**src/rtl/apb_master_bridge.sv**
```systemverilog
// APB requester: single-beat valid/ready commands become APB SETUP/ACCESS
// transfers, with one registered response per command and a wait-state timeout.
module apb_master_bridge #(
  parameter int unsigned ADDR_W  = 32,
  parameter int unsigned DATA_W  = 32,
  parameter int unsigned TIMEOUT = 16
) (
  input  logic              pclk,
  input  logic              rst_n,
  input  logic              cmd_valid,
  output logic              cmd_ready,
  input  logic              cmd_write,
  input  logic [ADDR_W-1:0] cmd_addr,
  input  logic [DATA_W-1:0] cmd_wdata,
  output logic              rsp_valid,
  output logic [DATA_W-1:0] rsp_rdata,
  output logic              rsp_err,
  output logic [ADDR_W-1:0] paddr,
  output logic              psel,
  output logic              penable,
  output logic              pwrite,
  output logic [DATA_W-1:0] pwdata,
  input  logic              pready,
  input  logic [DATA_W-1:0] prdata
);

  localparam int unsigned CNT_W = (TIMEOUT > 0) ? $clog2(TIMEOUT + 1) : 1;
  localparam logic [CNT_W-1:0] CNT_MAX = CNT_W'((TIMEOUT == 0) ? 0 : TIMEOUT - 1);

  typedef enum logic [1:0] {IDLE, SETUP, ACCESS} state_t;

  state_t            state, state_nx;
  logic [CNT_W-1:0]  cnt, cnt_nx;
  logic              psel_nx, penable_nx, rsp_valid_nx, rsp_err_nx, load;
  logic [DATA_W-1:0] rsp_rdata_nx;

  assign cmd_ready = (state == IDLE) && rst_n;

  always_comb begin
    state_nx     = state;
    cnt_nx       = cnt;
    psel_nx      = psel;
    penable_nx   = penable;
    rsp_valid_nx = 1'b0;
    rsp_err_nx   = rsp_err;
    rsp_rdata_nx = rsp_rdata;
    load         = 1'b0;
    case (state)
      IDLE: begin
        psel_nx    = 1'b0;
        penable_nx = 1'b0;
        if (cmd_valid) begin
          load     = 1'b1;
          psel_nx  = 1'b1;
          state_nx = SETUP;
        end
      end
      SETUP: begin
        penable_nx = 1'b1;
        cnt_nx     = '0;
        state_nx   = ACCESS;
      end
      ACCESS: begin
        if (pready) begin
          psel_nx      = 1'b0;
          penable_nx   = 1'b0;
          rsp_valid_nx = 1'b1;
          rsp_err_nx   = 1'b0;
          rsp_rdata_nx = pwrite ? '0 : prdata;
          state_nx     = IDLE;
        end else if ((TIMEOUT != 0) && (cnt == CNT_MAX)) begin
          // TIMEOUT-th consecutive stalled ACCESS edge: abandon the transfer
          psel_nx      = 1'b0;
          penable_nx   = 1'b0;
          rsp_valid_nx = 1'b1;
          rsp_err_nx   = 1'b1;
          rsp_rdata_nx = '0;
          state_nx     = IDLE;
        end else begin
          cnt_nx = cnt + CNT_W'(1);
        end
      end
      default: state_nx = IDLE;
    endcase
  end

  always_ff @(posedge pclk) begin
    if (!rst_n) begin
      state     <= IDLE;
      cnt       <= '0;
      psel      <= 1'b0;
      penable   <= 1'b0;
      pwrite    <= 1'b0;
      paddr     <= '0;
      pwdata    <= '0;
      rsp_valid <= 1'b0;
      rsp_rdata <= '0;
      rsp_err   <= 1'b0;
    end else begin
      state     <= state_nx;
      cnt       <= cnt_nx;
      psel      <= psel_nx;
      penable   <= penable_nx;
      rsp_valid <= rsp_valid_nx;
      rsp_rdata <= rsp_rdata_nx;
      rsp_err   <= rsp_err_nx;
      if (load) begin
        paddr  <= cmd_addr;
        pwrite <= cmd_write;
        pwdata <= cmd_wdata;
      end
    end
  end

endmodule

```
**config.mk**
```make
export PLATFORM = sky130hd
export DESIGN_NAME = apb_master_bridge
export DESIGN_NICKNAME = d
export VERILOG_FILES = /design/src/rtl/apb_master_bridge.sv
export SDC_FILE = /design/constraint.sdc
export NUM_CORES = 1
export LEC_CHECK = 0
export CELL_PAD_IN_SITES_DETAIL_PLACEMENT = 0
export CELL_PAD_IN_SITES_GLOBAL_PLACEMENT = 1
export CORE_UTILIZATION = 27
export DETAILED_ROUTE_END_ITERATION = 8
export GPL_TIMING_DRIVEN = 1
export PLACE_DENSITY_LB_ADDON = 0.25
export SKIP_LAST_GASP = 1
export SYNTH_ARGS = -nofsm -noshare
export SYNTH_HDL_FRONTEND = slang
export SYNTH_SLANG_ARGS = --single-unit
```
**constraint.sdc**
```tcl
create_clock -name pclk -period 2.56 [get_ports pclk]
set_clock_uncertainty 0.2 [all_clocks]
set_input_delay 0.512 -clock pclk [delete_from_list [all_inputs] [get_ports pclk]]
set_output_delay 0.512 -clock pclk [all_outputs]
set_load 0.01 [all_outputs]
```
==> results.sh <==
export IMPL_die_area_um2=14120
export IMPL_irDropWorstVdd_uv=236.4
export IMPL_initial_utilization=0.2772
export IMPL_ys_flop_type="dfxtp_1"
export IMPL_core_um2=13300
export IMPL_crit_type="input port to output port"
export IMPL_hold_viol=0
export IMPL_status="complete, no violations"
export IMPL_synth_fp_nets=511
export IMPL_ctsResizeCount=0
export IMPL_via_per_inst=4.479
export IMPL_track_usage=0.1490
export IMPL_diodes=0
export IMPL_fin_crit_sh=0.9812
export IMPL_avgSynthCellArea_um2=9.031
export IMPL_cts_hold_buf=0
export IMPL_hpwl_mm=7.281
export IMPL_postSynthCellCount=408
export IMPL_antenna_found_initial=0
export IMPL_htreeDepth=3
export IMPL_synth_seq_area_share=0.5868
export IMPL_grt_pass1_wl_mm=16.68
export IMPL_grt_pass1_vias=3402
export IMPL_critical_path_endpoint_type="output port"
export IMPL_fp_row_count=42
export IMPL_clk_pin_slew_ns=0.06
export IMPL_dieWidth_um=118.8
export IMPL_cts_tree="yes"
export IMPL_hp_class="flop to flop"
export IMPL_worst_setup_path_start_kind="input port"
export IMPL_fin_crit_ns=2.512
export IMPL_clk_path_buf_depth=2
export IMPL_synthArstFlopShare=0
export IMPL_post_dp_cell_area_um2=5911
export IMPL_ys_warn_count=0
export IMPL_p_per_area_nw_per_um2=590.8
export IMPL_ant_nets=0
export IMPL_cts_buffers=9
export IMPL_drtIter0Drc=154
export IMPL_drc=0
export IMPL_die_y_um=118.8
export IMPL_globalRouteOverflowTotal=0
export IMPL_wl_mm=10.56
export IMPL_fmax_mhz=398.1
export IMPL_final_area_um2=6180
export IMPL_ctsRootBufferMaster="clkbuf_16"
export IMPL_cp_max_fo=2
export IMPL_syn_area_um2=3685
export IMPL_tightest_slew_ns=0.3956
export IMPL_cts_setup_buffers=0
export IMPL_portBuffers=202
export IMPL_dr_pass1_iters=5
export IMPL_clk_latency_ns=0.34
export IMPL_drive_above_1_share=0.04778
export IMPL_arrival_ns=1.80
export IMPL_leakage_nw=2.297
export IMPL_clkSinkCount=108
export IMPL_slew_headroom=0.7363
export IMPL_synth_edf_count=0
export IMPL_nets=705
export IMPL_grt_start_max_net_pins=42
export IMPL_gp_congestion=0.7064
export IMPL_drv_slew=0
export IMPL_synth_cell_types=30
export IMPL_ioPinCount=203
export IMPL_total_power_w=0.003651
export IMPL_crit_required_ns=1.85
export IMPL_maxCapViolCount=0
export IMPL_final_setup_viol_count=0
export IMPL_layout_commonest_cell="clkdlybuf4s50_1"
export IMPL_vias=3507
export IMPL_wl_per_cell_um=13.49
export IMPL_area_growth_pct=67.71
export IMPL_synth_seq_cells=108
export IMPL_layout_common_cells="clkdlybuf4s50_1 (202), nand2_1 (132), dfxtp_1 (108)"
Yosys cell counts, types with 3 or more instances:
| cell type | instances | share of area |
|---|---|---|
| a21oi_1 | 70 | 0.095 |
| a22o_1 | 32 | 0.076 |
| buf_2 | 15 | 0.020 |
| clkbuf_1 | 13 | 0.013 |
| dfxtp_1 | 108 | 0.59 |
| nand2_1 | 132 | 0.13 |
| nand2b_1 | 3 | 0.0051 |
| nand3_1 | 4 | 0.0054 |
| nor3_1 | 4 | 0.0054 |
| o21a_1 | 3 | 0.0061 |
stage by stage:
| stage | cells | worst slack, ns | hold slack, ns | setup TNS [ns] | util |
|---|---|---|---|---|---|
| after global routing | 783 | -0.03637 | 0.2762 | -0.03637 | 0.4648 |
| after floorplan | 408 | 0.3564 | 0.2479 | 0 | - |
| final | 783 | 0.04815 | 0.2526 | 0 | 0.4648 |
| after global placement | 767 | 0.04973 | 0.2404 | 0 | 0.4446 |
| after detailed placement | 767 | 0.01926 | 0.2472 | 0 | 0.4446 |
| after CTS | 783 | 0.0001541 | 0.2569 | 0 | 0.4644 |
worst paths after layout:
| check | start | end | slack (ns) | cells after the start |
|---|---|---|---|---|
| max reg2reg | cnt[0] | cnt[3] | 0.29 | 6 |
| max | rst_n | cmd_ready | 0.05 | 3 |
| min reg2reg | pwdata[20] | pwdata[20] | 0.25 | 2 |
| min | pwdata[20] | pwdata[20] | 0.25 | 2 |
critical path, cell delays in order:
cell and delay (ns):
clkdlybuf4s50_1 0.50, nor3b_2 0.22, clkdlybuf4s50_1 0.57
sequential cells by signal, summed over array words and instances, names as in the netlist:
register	count
state	2
pwrite	1
cnt	5
paddr	32
rsp_rdata	32
rsp_err	1
penable	1
psel	1
rsp_valid	1
pwdata	32
cells by family after synthesis:
logic type / after synthesis / share of synthesized area
adders and majority gates: 2 / 0.006790
DFF: 108 / 0.5868
AOI/OAI and AO/OA: 110 / 0.1878
and+or+nand+nor: 156 / 0.1769
buffers and inverters: 32 / 0.04176
power breakdown:
group          switching [W]  internal (W)  total (W)  leakage (nW)
clock network       0.000586      0.000686    0.00127         0.131
registers          0.0000445       0.00176    0.00181         0.882
logic               0.000236      0.000338   0.000574          1.28
cell type report:
class                           count  area [um^2]
Inverter                            2        7.507
Fill cell                        1290         7116
Clock buffer                       14        254.0
Tap cell                          176        220.2
Multi-Input combinational cell    268         1384
Clock inverter                      2        10.01
Sequential cell                   108         2162
Timing Repair Buffer              213         2142
per-layer routing:
| metal | GRT usage | wire, um | vias up |
|---|---|---|---|
| met5 | 0 | 0 | - |
| met4 | 0.05934 | 167 | 0 |
| met3 | 0.05125 | 844 | 13 |
| met2 | 0.2295 | 4667 | 140 |
| met1 | 0.1903 | 4881 | 1589 |
| li1 | - | - | 1765 |
Note: power is estimated with default switching activity, not from simulation.
